===== src/rtl/ula_multiciclo.sv =====
// Multi-cycle 8-bit execute unit feeding the register-bank write port.
// Define ULA_MULDIV_EN to build the iterative MUL/DIV/REM datapath; without it ops 101-111 return 0.
module ula_multiciclo #(
    parameter int WIDTH  = 8,
    parameter int ADDR_W = 3
) (
    input  logic              clk,
    input  logic              reset,
    input  logic              start,
    input  logic [2:0]        op,
    input  logic [ADDR_W-1:0] dest,
    input  logic [WIDTH-1:0]  a,
    input  logic [WIDTH-1:0]  b,
    output logic              busy,
    output logic              done,
    output logic [WIDTH-1:0]  wd3,
    output logic [ADDR_W-1:0] wa3,
    output logic              we3,
    output logic              zero,
    output logic              div_by_zero,
    output logic [1:0]        fsm_state
);

    typedef enum logic [1:0] {
        IDLE = 2'd0,
        CALC = 2'd1,
        WB   = 2'd2
    } state_t;

    localparam logic [2:0] OP_ADD = 3'b000;
    localparam logic [2:0] OP_SUB = 3'b001;
    localparam logic [2:0] OP_AND = 3'b010;
    localparam logic [2:0] OP_OR  = 3'b011;
    localparam logic [2:0] OP_XOR = 3'b100;
`ifdef ULA_MULDIV_EN
    localparam logic [2:0] OP_MUL = 3'b101;
    localparam logic [2:0] OP_DIV = 3'b110;
    localparam logic [2:0] OP_REM = 3'b111;
    localparam int         CNT_W  = $clog2(WIDTH);
    localparam logic [CNT_W-1:0] LAST = CNT_W'(WIDTH - 1);
`endif

    state_t            state;
    logic [2:0]        op_q;
    logic [ADDR_W-1:0] dest_q;
    logic [WIDTH-1:0]  a_q;
    logic [WIDTH-1:0]  b_q;

    logic              calc_last;
    logic [WIDTH-1:0]  calc_res;
    logic              calc_dbz;

`ifdef ULA_MULDIV_EN
    logic [CNT_W-1:0]  cnt;
    logic [WIDTH-1:0]  mul_acc;
    logic [WIDTH-1:0]  mul_mcand;
    logic [WIDTH-1:0]  mul_mplier;
    logic [WIDTH-1:0]  mul_acc_next;
    logic [WIDTH-1:0]  div_rem;
    logic [WIDTH-1:0]  div_quo;
    logic [WIDTH:0]    div_shift;
    logic [WIDTH:0]    div_diff;
    logic              div_ge;
    logic [WIDTH-1:0]  div_rem_next;
    logic [WIDTH-1:0]  div_quo_next;
`endif

    assign busy      = (state != IDLE);
    assign fsm_state = state;

    always_comb begin
        calc_last = 1'b1;
        calc_res  = '0;
        calc_dbz  = 1'b0;
`ifdef ULA_MULDIV_EN
        mul_acc_next = mul_acc + (mul_mplier[0] ? mul_mcand : '0);
        // Restoring step: the remainder always stays below b, so the borrow bit alone decides.
        div_shift    = {div_rem, div_quo[WIDTH-1]};
        div_diff     = div_shift - {1'b0, b_q};
        div_ge       = ~div_diff[WIDTH];
        div_rem_next = div_ge ? div_diff[WIDTH-1:0] : div_shift[WIDTH-1:0];
        div_quo_next = {div_quo[WIDTH-2:0], div_ge};
`endif
        case (op_q)
            OP_ADD: calc_res = a_q + b_q;
            OP_SUB: calc_res = a_q - b_q;
            OP_AND: calc_res = a_q & b_q;
            OP_OR:  calc_res = a_q | b_q;
            OP_XOR: calc_res = a_q ^ b_q;
`ifdef ULA_MULDIV_EN
            OP_MUL: begin
                calc_last = (cnt == LAST);
                calc_res  = mul_acc_next;
            end
            OP_DIV: begin
                if (b_q == '0) begin
                    calc_res = '1;
                    calc_dbz = 1'b1;
                end else begin
                    calc_last = (cnt == LAST);
                    calc_res  = div_quo_next;
                end
            end
            OP_REM: begin
                if (b_q == '0) begin
                    calc_res = a_q;
                    calc_dbz = 1'b1;
                end else begin
                    calc_last = (cnt == LAST);
                    calc_res  = div_rem_next;
                end
            end
`endif
            default: calc_res = '0;
        endcase
    end

    always_ff @(posedge clk or posedge reset) begin
        if (reset) begin
            state       <= IDLE;
            op_q        <= '0;
            dest_q      <= '0;
            a_q         <= '0;
            b_q         <= '0;
            wd3         <= '0;
            wa3         <= '0;
            we3         <= 1'b0;
            done        <= 1'b0;
            zero        <= 1'b0;
            div_by_zero <= 1'b0;
`ifdef ULA_MULDIV_EN
            cnt         <= '0;
            mul_acc     <= '0;
            mul_mcand   <= '0;
            mul_mplier  <= '0;
            div_rem     <= '0;
            div_quo     <= '0;
`endif
        end else begin
            case (state)
                IDLE: begin
                    done <= 1'b0;
                    we3  <= 1'b0;
                    if (start) begin
                        op_q   <= op;
                        dest_q <= dest;
                        a_q    <= a;
                        b_q    <= b;
`ifdef ULA_MULDIV_EN
                        cnt        <= '0;
                        mul_acc    <= '0;
                        mul_mcand  <= a;
                        mul_mplier <= b;
                        div_rem    <= '0;
                        div_quo    <= a;
`endif
                        state  <= CALC;
                    end
                end
                CALC: begin
`ifdef ULA_MULDIV_EN
                    cnt        <= cnt + 1'b1;
                    mul_acc    <= mul_acc_next;
                    mul_mcand  <= mul_mcand << 1;
                    mul_mplier <= mul_mplier >> 1;
                    div_rem    <= div_rem_next;
                    div_quo    <= div_quo_next;
`endif
                    if (calc_last) begin
                        wd3         <= calc_res;
                        wa3         <= dest_q;
                        zero        <= (calc_res == '0);
                        div_by_zero <= calc_dbz;
                        done        <= 1'b1;
                        // Register 0 is hard-wired; the op still completes with done.
                        we3         <= (dest_q != '0);
                        state       <= WB;
                    end
                end
                WB: begin
                    done  <= 1'b0;
                    we3   <= 1'b0;
                    state <= IDLE;
                end
                default: state <= IDLE;
            endcase
        end
    end

endmodule


===== config.mk =====
export PLATFORM = sky130hd
export DESIGN_NAME = ula_multiciclo
export DESIGN_NICKNAME = d
export VERILOG_FILES = /design/src/rtl/ula_multiciclo.sv
export SDC_FILE = /design/constraint.sdc
export NUM_CORES = 1
export LEC_CHECK = 0
export CORE_UTILIZATION = 57
export DETAILED_ROUTE_END_ITERATION = 6
export PLACE_DENSITY = 0.86
export SLEW_MARGIN = 20
export SYNTH_ARGS = -nofsm -noshare
export SYNTH_HDL_FRONTEND = slang
export SYNTH_SLANG_ARGS = --single-unit

===== constraint.sdc =====
create_clock -name clk -period 6 [get_ports clk]
set_input_delay 1.2 -clock clk [delete_from_list [all_inputs] [get_ports clk]]
set_output_delay 1.2 -clock clk [all_outputs]
set_load 0.05 [all_outputs]

==> impl_results.rst <==
.. list-table::
   :header-rows: 1

   * - Metric
     - Value
   * - Delay-heaviest family, CP
     - compound AO/OA/AOI/OAI gates
   * - Worst setup timing slack at the placement stage
     - 2860 ps
   * - Min Clock Period, post-route
     - 3180 ps
   * - Die Height
     - approximately 67 microns
   * - Count of nets after finishing
     - 330
   * - Delay of the slowest cell on the worst path
     - 590 ps
   * - Post-layout worst setup margin
     - ~2800 ps
   * - Sequential element share of the synthesized area
     - 0.400
   * - Instance area after placement
     - between 0.002 and 0.003 sq mm
   * - Total number of placement rows
     - 23
   * - Transition time at the pin with the least slew margin
     - around 530 ps
   * - First drt pass iteration count
     - 5
   * - Worst hold slack across all endpoints
     - a little under 500 ps
   * - Area enclosed by the die boundary
     - 0.00444 sq mm
   * - Clock net sink count
     - 38
   * - Vias after detailed routing
     - 1,829
   * - Number of nets with antenna violations after detailed routing
     - 0
   * - Cell count after placement
     - roughly 320
   * - Critical path, cell by cell
     - nor3b_4, mux2i_1, ha_1, nand2b_1, a211oi_1, o41ai_2, xnor2_1, a221o_1, o41ai_2
   * - Achievable Freq
     - approximately 0.31 GHz
   * - Count of buffers inserted at the top-level ports
     - just over 40
   * - Critical Path Fanout Max
     - 13
   * - Final setup violation count
     - 0
   * - Type of origin of the critical path
     - flip-flop
   * - # IOs
     - 43
   * - P_leak
     - 1.32 nW
   * - Post-synthesis net count
     - 289
   * - Number of library cell types mapped by synthesis
     - between 40 and 50
   * - Share of async-settable or async-resettable flops after synthesis
     - 1.00
   * - Final worst-path cycle share
     - 0.529
   * - Worst min path class
     - reg -> reg
   * - DPL Wire Length
     - around 3.7 mm
   * - Starting density of the core
     - 0.595
   * - TritonCTS Buffers
     - 5
   * - Data required, critical path
     - slightly above 6000 ps
   * - Global placer's final weighted congestion
     - 0.899
   * - Total power divided by cell area
     - roughly 480 mW/mm^2
   * - Number of global-route vias before repair
     - approximately 1,700
   * - Cell with the biggest individual delay on the critical path
     - sky130_fd_sc_hd__dfrtp_1
   * - Wire length of the first global-routing pass
     - between 8 and 9 mm
   * - Final instance area
     - 0.00292 sq mm
   * - Number of antenna cells inserted
     - 0
   * - Number of buffers inserted to repair setup after CTS
     - 0
   * - Final total negative setup slack
     - 0 ps
   * - Most frequent cells in the layout
     - 41 x sky130_fd_sc_hd__clkdlybuf4s50_1, 38 x sky130_fd_sc_hd__dfrtp_1, 29 x sky130_fd_sc_hd__nand2_1
   * - Mean post-synth cell area
     - around 10 sq um
   * - Flops & latches, synth
     - 38
   * - End-of-flow core utilization
     - 0.731
   * - Initial DRC Count
     - 83
   * - Number of antenna violations at the first check in global routing
     - 0
   * - Fraction of final layout cells with drive strength greater than 1
     - 0.114
   * - Syn Std Cell Area
     - 0.00238 sq mm
   * - Arrival @ worst endpoint
     - between 3000 and 4000 ps
   * - DRC viols
     - 0
   * - Kind of critical path
     - reg -> reg
   * - Number of max-slew violations in the final report
     - 0
   * - Clock transition at path regs
     - roughly 70 ps
   * - Most common cell type on the critical path
     - sky130_fd_sc_hd__o41ai_2
   * - Layout overhead on the synthesized area
     - 22.8%
   * - Total of warnings raised by yosys
     - 0
   * - MaxCap Viol Count
     - 0
   * - EDFF count, synth
     - 0
   * - IR drop worst, VDD
     - between 200 and 250 uV
   * - Clock latency on the worst-skew pair
     - approximately 290 ps
   * - Relative slew margins
     - 0.646
   * - Clock Skew
     - between 4 and 5 ps
   * - All-Layer GR Usage
     - 0.250
   * - Top FF cell, synth
     - sky130_fd_sc_hd__dfrtp_1
   * - Kind of end point of the critical path
     - flip-flop
   * - Overflow left after global routing
     - 0
   * - Number of H-tree branching levels
     - 2
   * - Routed length per instance
     - roughly 15 microns
   * - RSZ-0062 raised after global routing
     - no
   * - Area inside the core boundary
     - roughly 0.004 sq mm
   * - Number of gates given a new drive strength after cts
     - 0
   * - Max Buffers Root-to-Sink
     - 2
   * - Cell count after synthesis
     - roughly 240
   * - Post-Layout Cell Count
     - 330
   * - Run status
     - finished clean
   * - Sum of internal, switching and leakage power
     - between 1 and 1.5 mW
   * - CTS Root Cell
     - sky130_fd_sc_hd__clkbuf_8
   * - Largest net degree at the start of global routing
     - between 40 and 50
   * - CTS tree
     - yes
   * - Hold-fix buffers at CTS
     - 0
   * - Number of vias per cell
     - approximately 5.5
   * - Most common cell after layout, fill and taps aside
     - sky130_fd_sc_hd__clkdlybuf4s50_1
   * - Drt total wl
     - 5.00 mm
   * - Critical path buffers and inverters
     - 0
   * - Die outline width
     - approximately 67 microns
   * - Final hold violation count
     - 0
## sequential cells by signal, summed over array words and instances, names as in the netlist
| name | flops |
|---|---|
| done | 1 |
| fsm_state | 2 |
| wa3 | 3 |
| we3 | 1 |
| b_q | 8 |
| a_q | 8 |
| op_q | 3 |
| dest_q | 3 |
| wd3 | 8 |
| zero | 1 |
## cell usage after synthesis, drive strengths merged (3+ instances only)
cell | number | area [sq um]
ha | 24 | 300
xor2 | 4 | 53.8
inv | 24 | 90.1
clkbuf | 4 | 15.0
buf | 5 | 45.0
dfrtp | 38 | 951
xnor2 | 9 | 86.3
o21ai | 23 | 115
nor2 | 19 | 78.8
a221o | 3 | 30.0
a21oi | 9 | 45.0
nand2b | 6 | 40.0
a211oi | 7 | 52.6
mux2 | 11 | 124
nand2 | 29 | 109
## cells by family after synthesis
group           count (synthesis)  synth area share
compound gates                 56             0.165
other cells                     1           0.00158
xor+xnor                       13            0.0589
simple gates                   61             0.121
flops                          38             0.400
buf+inv                        33            0.0631
mux                            12            0.0563
fa+ha+maj                      25             0.135
## area by class of cell
type | count | area, sq um
clock buffers | 6 | 82.6
clock inverters | 1 | 30.0
fillers | 295 | 1080
inverters | 24 | 90.1
multi-input cells | 168 | 1280
flip-flops and latches | 38 | 951
well taps | 50 | 62.6
repair buffers | 43 | 425
## power by group
| part | internal [mW] | switching, mW | total (mW) |
|---|---|---|---|
| Combinational | 0.319 | 0.454 | 0.773 |
| Clock | 0.133 | 0.0877 | 0.221 |
| Sequential | 0.333 | 0.0792 | 0.412 |
## worst reg2reg max path, cell delays in order, from the launching register on
cell	delay (ps)
sky130_fd_sc_hd__dfrtp_1	590
sky130_fd_sc_hd__nor3b_4	470
sky130_fd_sc_hd__mux2i_1	360
sky130_fd_sc_hd__ha_1	290
sky130_fd_sc_hd__nand2b_1	90
sky130_fd_sc_hd__a211oi_1	100
sky130_fd_sc_hd__o41ai_2	390
sky130_fd_sc_hd__xnor2_1	110
sky130_fd_sc_hd__a221o_1	360
sky130_fd_sc_hd__o41ai_2	320
## routing by layer
layer	track usage	part of all wire	wire length [microns]	vias up
met5	0	0	0	-
met4	0.106	0.028	139	0
met3	0.0599	0.043	213	12
met2	0.417	0.51	2540	50
met1	0.305	0.42	2110	877
li1	-	-	-	890
## path summary, 6_finish.rpt
| check | from | to | slack (ps) | cells past startpoint |
|---|---|---|---|---|
| setup / recovery | op_q[0]$_DFFE_PP0P_ | zero$_DFFE_PP0N_ | 2820 | 9 |
| hold / removal | wd3[2]$_DFFE_PP0N_ | wd3[2]$_DFFE_PP0N_ | 490 | 2 |
| setup reg to reg | op_q[0]$_DFFE_PP0P_ | zero$_DFFE_PP0N_ | 2820 | 9 |
| hold reg to reg | wd3[2]$_DFFE_PP0N_ | wd3[2]$_DFFE_PP0N_ | 490 | 2 |
| max in group asynchronous | reset | a_q[0]$_DFFE_PP0P_ | 4350 | 3 |
| min in group asynchronous | reset | wd3[5]$_DFFE_PP0N_ | 1320 | 3 |
No activity file was read; power rests on OpenSTA's default activity.
